<file path="src/rtl/fetch_queue.sv">
// fetch_queue
// Instruction-fetch front end. It generates the fetch PC and issues in-order
// requests to instruction memory. It tracks the PC of every outstanding
// request in a tag FIFO. Returned words are buffered in a small queue whose
// head is presented to decode.
//
// A redirect from execute does the following in the same cycle:
//   - clears the queue and the tag FIFO;
//   - restarts fetch at the new target;
//   - counts every still-outstanding response as one to discard.
// Because the outstanding responses come back in order, they are exactly the
// next `discard` responses, so none of them needs a tag.
module fetch_queue #(
  parameter int              XLEN     = 32,
  parameter int              DEPTH    = 4,
  parameter logic [XLEN-1:0] RESET_PC = 32'h0000_0000
) (
  input  logic            clk,
  input  logic            rst,
  output logic            imem_req,
  output logic [XLEN-1:0] imem_addr,
  input  logic            imem_gnt,
  input  logic            imem_rvalid,
  input  logic [XLEN-1:0] imem_rdata,
  input  logic            redirect,
  input  logic [XLEN-1:0] redirect_pc,
  input  logic            stall_d,
  output logic            valid_d,
  output logic [XLEN-1:0] instr_d,
  output logic [XLEN-1:0] pc_d,
  output logic [XLEN-1:0] pcplus4_d
);

  localparam int AW = $clog2(DEPTH);
  localparam int CW = AW + 1;
  localparam int SW = AW + 2;
  localparam logic [XLEN-1:0] NOP = XLEN'(32'h0000_0013);

  // architectural state
  logic [XLEN-1:0] pc_f;
  logic [XLEN-1:0] pc_hold;
  logic [CW-1:0]   count;
  logic [CW-1:0]   inflight;
  logic [CW-1:0]   discard;

  // instruction queue and request tag FIFO
  logic [XLEN-1:0] q_instr [DEPTH];
  logic [XLEN-1:0] q_pc    [DEPTH];
  logic [XLEN-1:0] tag_pc  [DEPTH];
  logic [AW-1:0]   q_rd;
  logic [AW-1:0]   q_wr;
  logic [AW-1:0]   t_rd;
  logic [AW-1:0]   t_wr;

  // per-cycle events
  logic            have;
  logic            deq;
  logic            accept;
  logic            rv_ok;
  logic            drop;
  logic            enq;
  logic [SW-1:0]   occupancy;

  // The queue head drives decode. While the queue is empty, the PC outputs
  // hold the last head that was shown.
  assign have      = (count != '0);
  assign valid_d   = have & ~redirect;
  assign deq       = valid_d & ~stall_d;
  assign instr_d   = have ? q_instr[q_rd] : NOP;
  assign pc_d      = have ? q_pc[q_rd] : pc_hold;
  assign pcplus4_d = pc_d + XLEN'(4);

  // Issue only if every accepted word still has a queue slot once this cycle's
  // dequeue is taken into account. The extra width keeps the sum exact.
  assign occupancy = {1'b0, count} + {1'b0, inflight} - {{(SW-1){1'b0}}, deq};
  assign imem_req  = ~rst & ~redirect & (occupancy < SW'(DEPTH));
  assign imem_addr = pc_f;
  assign accept    = imem_req & imem_gnt;

  // A response with nothing outstanding is a protocol error and is ignored.
  assign rv_ok     = imem_rvalid & (inflight != '0);
  assign drop      = rv_ok & (discard != '0);
  assign enq       = rv_ok & ~drop & ~redirect;

  // Fetch PC: a redirect sets it to the word-aligned target; an accepted
  // request advances it by one word.
  always_ff @(posedge clk or posedge rst) begin
    if (rst) begin
      pc_f <= RESET_PC;
    end else if (redirect) begin
      pc_f <= {redirect_pc[XLEN-1:2], 2'b00};
    end else if (accept) begin
      pc_f <= pc_f + XLEN'(4);
    end
  end

  // Outstanding-request bookkeeping. No request is accepted in a redirect
  // cycle, because imem_req is low in that cycle.
  always_ff @(posedge clk or posedge rst) begin
    if (rst) begin
      inflight <= '0;
      discard  <= '0;
      t_rd     <= '0;
      t_wr     <= '0;
    end else begin
      inflight <= inflight + CW'(accept) - CW'(rv_ok);
      if (redirect) begin
        discard <= inflight - CW'(rv_ok);
        t_rd    <= '0;
        t_wr    <= '0;
      end else begin
        if (drop) begin
          discard <= discard - CW'(1);
        end
        t_wr <= t_wr + AW'(accept);
        t_rd <= t_rd + AW'(enq);
      end
    end
  end

  // Queue occupancy and pointers. A redirect empties the queue.
  always_ff @(posedge clk or posedge rst) begin
    if (rst) begin
      count   <= '0;
      q_rd    <= '0;
      q_wr    <= '0;
      pc_hold <= '0;
    end else begin
      if (have) begin
        pc_hold <= q_pc[q_rd];
      end
      if (redirect) begin
        count <= '0;
        q_rd  <= '0;
        q_wr  <= '0;
      end else begin
        count <= count + CW'(enq) - CW'(deq);
        q_wr  <= q_wr + AW'(enq);
        q_rd  <= q_rd + AW'(deq);
      end
    end
  end

  // Storage arrays. These are only read behind valid pointers, so no reset is
  // needed.
  always_ff @(posedge clk) begin
    if (accept) begin
      tag_pc[t_wr] <= pc_f;
    end
    if (enq) begin
      q_instr[q_wr] <= imem_rdata;
      q_pc[q_wr]    <= tag_pc[t_rd];
    end
  end

endmodule
</file>
<file path="config.mk">
export PLATFORM = sky130hd
export DESIGN_NAME = fetch_queue
export DESIGN_NICKNAME = d
export VERILOG_FILES = /design/src/rtl/fetch_queue.sv
export SDC_FILE = /design/constraint.sdc
export NUM_CORES = 1
export LEC_CHECK = 0
export BUFFER_PORTS_ARGS = -buffer_cell sky130_fd_sc_hd__buf_2
export CAP_MARGIN = 20
export CORE_MARGIN = 1.5
export CORE_UTILIZATION = 46
export CTS_BUF_LIST = sky130_fd_sc_hd__clkbuf_4
export CTS_CLUSTER_DIAMETER = 200
export CTS_CLUSTER_SIZE = 40
export DETAILED_ROUTE_END_ITERATION = 10
export PLACE_DENSITY = 0.68
export SYNTH_ARGS = -nofsm -noshare
export SYNTH_HDL_FRONTEND = slang
export SYNTH_SLANG_ARGS = --single-unit
export TNS_END_PERCENT = 100
</file>
<file path="constraint.sdc">
create_clock -name clk -period 5.7 [get_ports clk]
set_clock_uncertainty 0.1 [all_clocks]
set_input_delay 1.14 -clock clk [delete_from_list [all_inputs] [get_ports clk]]
set_output_delay 1.14 -clock clk [all_outputs]
set_load 0.02 [all_outputs]
</file>
==> results of run 1 <==
## cells by family (layout without fill, tap and decap cells)
| kind of cell | count (synthesis) | in the layout |
|---|---|---|
| flops | 447 | 447 |
| simple gates | 286 | 286 |
| mux | 106 | 106 |
| buf+inv | 84 | 279 |
| compound gates | 83 | 83 |
| xor+xnor | 46 | 46 |
| fa+ha+maj | 19 | 19 |
| other cells | 1 | 3 |
## worst reg2reg max path: cells and delay by family, from the launching register on
| family | cells | cell delay [ns] |
|---|---|---|
| and+or+nand+nor | 5 | 1.55 |
| DFF | 1 | 0.51 |
| AOI/OAI and AO/OA | 2 | 0.45 |
| adders and majority gates | 1 | 0.23 |
| buffers and inverters | 4 | 1.01 |
## power by group
| group | internal [mW] | switching (mW) | total, mW |
|---|---|---|---|
| Combinational | 0.993 | 1.87 | 2.86 |
| Sequential | 3.82 | 0.185 | 4.00 |
| Clock | 0.199 | 0.869 | 1.07 |
## registers in the layout, summed over array words and instances (netlist names)
register / count
discard: 3
imem_addr: 30
q_wr: 2
q_instr: 128
tag_pc: 120
pc_hold: 32
inflight: 3
count: 3
t_rd: 2
q_pc: 120
t_wr: 2
q_rd: 2
## cells in the mapped netlist (6+ instances only)
master,instances
and2_1,35
mux4_2,92
a21oi_1,9
ha_1,17
nand2_1,100
mux2i_1,12
o311ai_0,6
dfrtp_1,79
or4_1,7
and3_1,10
nand4_1,13
or3_1,15
buf_2,11
a31oi_1,15
buf_1,10
nor2_1,31
nand3_1,30
o21ai_0,27
inv_1,32
edfxtp_1,368
o211ai_1,9
xor2_1,17
nor3_1,17
nor2b_1,6
clkbuf_1,22
xnor2_1,29
## final timing paths
check	startpoint	to	slack, ns
setup / recovery	q_rd[0]$_DFF_PP0_	pcplus4_d[31]	0.37
max in group asynchronous	rst	q_rd[0]$_DFF_PP0_	4.10
hold / removal	rst	imem_addr[30]$_DFFE_PP0P_	0.26
setup reg to reg	count[2]$_DFF_PP0_	tag_pc[3][13]$_DFFE_PP_	1.57
hold reg to reg	imem_addr[8]$_DFFE_PP0P_	tag_pc[1][8]$_DFFE_PP_	0.45
min in group clk	redirect_pc[16]	imem_addr[16]$_DFFE_PP0P_	0.43
## per-stage QoR
step           utilization (%)  hold WS (ns)  std cells  setup WS [ns]
2_1_floorplan                -         0.405       1073          0.735
3_3_place_gp              51.3         0.410       1760          0.911
3_5_place_dp              51.3         0.424       1760          0.847
4_1_cts                   51.8         0.207       1785          0.221
5_1_grt                   51.9         0.228       1787         0.0452
6_report                  51.9         0.262       1787          0.373
## routing by layer
| layer | track usage [%] | up-vias | wire length, um |
|---|---|---|---|
| met5 | 0 | - | 8 |
| met4 | 2.35 | 2 | 293 |
| met3 | 2.06 | 21 | 1980 |
| met2 | 28.9 | 304 | 17300 |
| met1 | 27.1 | 5086 | 17100 |
| li1 | - | 4490 | - |
## cell type report
class,count,area (um^2)
Tap cell,518,648
Antenna cell,1,2.50
Sequential cell,447,13000
Timing Repair Buffer,222,1230
Clock buffer,24,180
Fill cell,3246,18700
Inverter,32,121
Clock inverter,1,30.0
Multi-Input combinational cell,542,4950
==> impl_metrics.sql, run 1 <==
INSERT INTO impl_metrics (metric_group, metric, value, unit) VALUES
('run_status', 'outcome', 'finished, final reports clean', ''),
('setup_path', 'cpMaxStageDelayCell', 'dfrtp_4', ''),
('synth', 'yosysWarningCount', '0', ''),
('clock_network', 'hold_buffers', '0', ''),
('synth', 'synthesized_instance_count', '1072', ''),
('synth', 'synth_top_area_cell', 'edfxtp_1', ''),
('global_routing', 'grt_first_pass_wirelength', '56800', 'um'),
('global_routing', 'grt_overflow_total', '0', ''),
('synth', 'ys_async_sr_fraction', '17.7', '%'),
('synth', 'synth-adder-area-share', '1.38', '%'),
('setup_path', 'max_fo_critical_path', '15', ''),
('synth', 'post_synthesis_share_of_cell_area_spent_on_and_or_nand_and_nor_gates', '7.93', '%'),
('setup_path', 'critical_path_class', 'reg2out', ''),
('sta', 'grt_setup_unrepaired', 'no', ''),
('setup_path', 'critPathLaunchType', 'flip-flop', ''),
('setup_path', 'path_delay_family', 'simple AND/OR/NAND/NOR gates', ''),
('floorplan', 'die_y', '202', 'um'),
('synth', 'synth_area_leaders', 'edfxtp_1, mux4_2, dfrtp_1, nand2_1, xnor2_1', ''),
('setup_path', 'crit_path_frequent_cell', 'buf_4', ''),
('synth', 'ys_seq_elements', '447', ''),
('detailed_routing', 'wirelength', '36600', 'um'),
('setup_path', 'worst_ep_required_time', '4.46', 'ns'),
('layout', 'commonest_non_fill_non_tap_cell_in_the_layout', 'edfxtp_1', ''),
('placement', 'port_buffers', '195', ''),
('sta', 'worstMarginPinSlew', '0.880', 'ns'),
('sta', 'report.final.hold_viol_count', '0', ''),
('floorplan', 'rows', '72', ''),
('clock_network', 'cts_tree', 'built', ''),
('clock_network', 'cts_sinks', '447', ''),
('detailed_routing', 'first_pass_iters', '4', ''),
('placement', 'placed_area', '0.0200', 'mm^2'),
('synth', 'yosys.cell_types.count', '51', ''),
('setup_path', 'cp_num_buf_inv', '3', ''),
('sta', 'fin_crit', '5.33', 'ns'),
('floorplan', 'die_width', '202', 'um'),
('floorplan', 'design.core.area', '0.0389', 'mm^2'),
('power', 'p_total', '7.93', 'mW'),
('floorplan', 'design.die.area', '0.0409', 'mm^2'),
('layout', 'finalNetCount', '1349', ''),
('clock_network', 'h-tree-depth', '1', ''),
('clock_network', 'ctsResizeCount', '0', ''),
('layout', 'final_cell_area', '0.0202', 'mm^2'),
('job', 'maxCapViolCount', '0', ''),
('detailed_routing', 'dr.first_iter.drc_count', '667', ''),
('synth', 'portion_of_netlist_area_occupied_by_mux_cells', '12.1', '%'),
('detailed_routing', 'wl_per_cell', '20.5', 'um'),
('synth', 'synth.cell_area', '0.0183', 'mm^2'),
('synth', 'largest_family_of_logic_cells_by_synthesized_area', 'multiplexers', ''),
('power', 'power_density', '393', 'mW/mm^2'),
('detailed_routing', 'postRouteAntennaNets', '0', ''),
('placement', 'gp_congestion', '0.795', ''),
('synth', 'synth-xor-area-share', '2.21', '%'),
('worst_hold_path', 'worstHoldPathType', 'in2async', ''),
('power', 'irDropWorstVdd', '162', 'uV'),
('sta', 'report.final.slew_viol_count', '0', ''),
('layout', 'mostFrequentLayoutCells', 'edfxtp_1, buf_2, nand2_1, mux4_2, dfrtp_1', ''),
('detailed_routing', 'vias_per_cell', '5.54', ''),
('clock_network', 'clock-root-buffer', 'clkbuf_4', ''),
('synth', 'seq_area_frac_synth', '71.3', '%'),
('global_routing', 'gr-usage-all-layers', '17.9', '%'),
('global_routing', 'first_global_vias', '9768', ''),
('global_routing', 'grt_antenna_before_repair', '2', ''),
('setup_path', 'worst-r2r-cell-count', '12', ''),
('synth', 'synth-edff-count', '368', ''),
('sta', 'timing.fmax', '0.188', 'GHz'),
('setup_path', 'cpPeakStageDelay', '0.67', 'ns'),
('global_routing', 'grt_start_max_net_pins', '63', ''),
('setup_path', 'critPathArrivalTime', '4.09', 'ns'),
('sta', 'fin_crit_sh', '93.5', '%'),
('clock_network', 'insertion_delay', '0.78', 'ns'),
('sta', 'report.final.setup_viol', '0', '');
(Power assumes the default switching activity.)
==> run 2, diff against run 1 <==
CTS_CLUSTER_DIAMETER = not set   (was 200)
REMOVE_ABC_BUFFERS = 1   (was not set)
==> run 2 against run 1 <==
  * First-iteration DRC count up 2.5%
  * Via count up 6.0%
  * Setup slack worse by 0.031 ns
  * Non-clock buffer count increased by 1
  * Global-route usage rose by 0.97 points
  * Maximum frequency shrank 0.58%
  * Combinational power is essentially flat
==> impl_metrics.sql, run 2 (synthesized netlist as in run 1, its figures left out) <==
INSERT INTO impl_metrics (metric_group, metric, value, unit) VALUES
('placement', 'port_buffers', '195', ''),
('layout', 'area_occupied_by_multi_input_gates', '0.00492', 'mm^2'),
('sta', 'fin_worst_hold_slack', '0.221', 'ns'),
('layout', 'largest_register_ff_count', '128', ''),
('detailed_routing', 'first_pass_iters', '4', ''),
('floorplan', 'design.die.area', '0.0409', 'mm^2'),
('setup_path', 'path_cells', 'or3_2 > mux2i_1 > inv_1 > ha_1 > and2_1 > nand4_1 > nor4_1 > xnor2_1 > buf_2', ''),
('sta', 'fin_crit', '5.36', 'ns'),
('clock_network', 'cts_tree', 'built', ''),
('setup_path', 'worst_ep_required_time', '4.46', 'ns'),
('sta', 'grt_setup_unrepaired', 'no', ''),
('global_routing', 'first_global_vias', '10700', ''),
('detailed_routing', 'wl_per_cell', '19.2', 'um'),
('power', 'leakagePower', '7.84', 'nW'),
('setup_path', 'path_delay_family', 'simple AND/OR/NAND/NOR gates', ''),
('clock_network', 'h-tree-depth', '3', ''),
('detailed_routing', 'dr.first_iter.drc_count', '684', ''),
('placement', 'dp_hpwl', '24000', 'um'),
('floorplan', 'die_width', '202', 'um'),
('floorplan', 'die_y', '202', 'um'),
('layout', 'layout_top_registers', 'q_instr (128), q_pc (120), tag_pc (120)', ''),
('placement', 'placed_area', '0.0199', 'mm^2'),
('clock_network', 'cts_sinks', '447', ''),
('run_status', 'outcome', 'finished, final reports clean', ''),
('layout', 'mostFrequentLayoutCells', 'edfxtp_1, buf_2, clkbuf_4, nand2_1, mux4_2', ''),
('floorplan', 'floorplan.io_pins', '200', ''),
('floorplan', 'rows', '72', ''),
('clock_network', 'post-cts-setup-buffer-count', '0', ''),
('sta', 'finalWorstSetupSlack', '0.342', 'ns'),
('sta', 'report.final.slew_viol_count', '0', ''),
('sta', 'report.final.hold_viol_count', '0', ''),
('setup_path', 'critPathLaunchType', 'flip-flop', ''),
('detailed_routing', 'vias_per_cell', '5.34', ''),
('placement', 'gp_congestion', '0.822', ''),
('placement', 'pre_cts_ws', '0.926', 'ns'),
('setup_path', 'critPathLaunch', 'count[1]$_DFF_PP0_', ''),
('sta', 'timing.fmax', '0.187', 'GHz'),
('layout', 'final-seq-area', '0.0130', 'mm^2'),
('setup_path', 'critical_path_class', 'reg2out', ''),
('setup_path', 'max_fo_critical_path', '25', ''),
('clock_network', 'insertion_delay', '0.76', 'ns'),
('global_routing', 'grt_start_max_net_pins', '63', ''),
('worst_hold_path', 'worstHoldPathType', 'in2async', ''),
('power', 'power_density', '446', 'mW/mm^2'),
('layout', 'layout-area-overhead-vs-synth', '17.4', '%'),
('layout', 'filler_cell_count', '3194', ''),
('sta', 'fin_crit_sh', '94.0', '%'),
('detailed_routing', 'postRouteAntennaNets', '0', ''),
('setup_path', 'cpPeakStageDelay', '0.79', 'ns'),
('detailed_routing', 'drc_errors', '0', ''),
('layout', 'commonest_non_fill_non_tap_cell_in_the_layout', 'edfxtp_1', ''),
('floorplan', 'design.core.area', '0.0389', 'mm^2'),
('clock_network', 'path_clk_slew', '0.07', 'ns'),
('clock_network', 'cts_buffer_depth', '3', ''),
('floorplan', 'start_util', '46.9', '%'),
('layout', 'finalNetCount', '1450', ''),
('global_routing', 'grt_first_pass_wirelength', '59300', 'um'),
('job', 'maxCapViolCount', '0', ''),
('setup_path', 'critical_path.reg2reg.startpoint', 'count[0]$_DFF_PP0_', ''),
('clock_network', 'clock-root-buffer', 'clkbuf_4', ''),
('sta', 'fin_tns_setup', '0', 'ns'),
('power', 'irDropWorstVdd', '293', 'uV'),
('sta', 'slew_headroom', '28.7', '%'),
('setup_path', 'worstSetupEndpointType', 'output pin', ''),
('layout', 'layout-drive-gt1-share', '36.7', '%'),
('setup_path', 'cp_num_buf_inv', '2', ''),
('detailed_routing', 'wirelength', '37700', 'um'),
('layout', 'final_cell_area', '0.0214', 'mm^2'),
('layout', 'utilization', '55.1', '%'),
('layout', 'largest-register', 'q_instr', ''),
('global_routing', 'grt_antenna_before_repair', '2', ''),
('setup_path', 'cpMaxStageDelayCell', 'or3_2', ''),
('sta', 'worstMarginPinSlew', '1.06', 'ns'),
('global_routing', 'gr-usage-all-layers', '18.9', '%'),
('clock_network', 'numCtsBuffers', '115', ''),
('setup_path', 'critPathArrivalTime', '4.12', 'ns'),
('global_routing', 'grt_overflow_total', '0', ''),
('sta', 'report.final.setup_viol', '0', ''),
('detailed_routing', 'vias', '10500', '');
[run 2: cell types whose count changed in the layout (fill, tap and decap cells not counted), moves of 2 or more]
cell,previous run,this run
clkbuf_4,24,182
clkinv_1,0,14
nor3b_2,0,3
nor3b_4,3,0
buf_12,4,2
buf_4,23,25
[run 2: final timing paths]
kind,endpoint,slack (ns),depth (start not counted)
max in group asynchronous,q_rd[0]$_DFF_PP0_,4.26,4
worst min-delay path,discard[1]$_DFFE_PP0P_,0.22,2
worst min register to register,pc_hold[1]$_DFF_PP0_,0.40,1
worst max-delay path,pcplus4_d[28],0.34,9
worst max register to register,tag_pc[3][9]$_DFFE_PP_,1.80,12
min in group clk,pc_hold[1]$_DFF_PP0_,0.40,1
[run 2: routing by layer]
layer	vias to the layer above	global-route usage, %	share of wire (%)
li1	4822	-	-
met1	5273	25.7	43
met2	345	30.3	49
met3	53	4.21	6.2
met4	0	6.38	1.6
met5	-	0	0
[run 2: final cells by class]
class / count / area share, %
Antenna cell: 2 / 0.0233
Clock buffer: 182 / 6.37
Clock inverter: 20 / 0.543
Inverter: 32 / 0.566
Multi-Input combinational cell: 542 / 22.9
Sequential cell: 447 / 60.8
Tap cell: 518 / 3.02
Timing Repair Buffer: 223 / 5.74
[run 2: what timing repair did]
| item | in CTS | in global routing |
|---|---|---|
| setup endpoints to repair | 0 | 2 |
| hold endpoints to repair | 0 | 0 |
| hold buffers | 0 | 0 |
| gates resized for setup | 0 | 1 |
[run 2: stage by stage]
step | instances | total power, mW
floorplan | 1021 | 5.92
global placement | 1760 | 6.89
detailed placement | 1760 | 6.94
CTS | 1962 | 9.69
global route | 1966 | 10.1
finish | 1966 | 9.56
[run 2: worst reg2reg max path: cells and delay by family, from the launching register on]
kind | cells | cell delay [ns]
AOI/OAI and AO/OA | 2 | 0.49
and+or+nand+nor | 5 | 1.32
adders and majority gates | 1 | 0.32
DFF | 1 | 0.47
buffers and inverters | 4 | 0.89
[run 2: report_power, final]
| part | switching (mW) | internal (mW) |
|---|---|---|
| logic | 1.84 | 1.00 |
| registers | 0.195 | 3.82 |
| clock network | 1.23 | 1.48 |
| total | 3.26 | 6.30 |
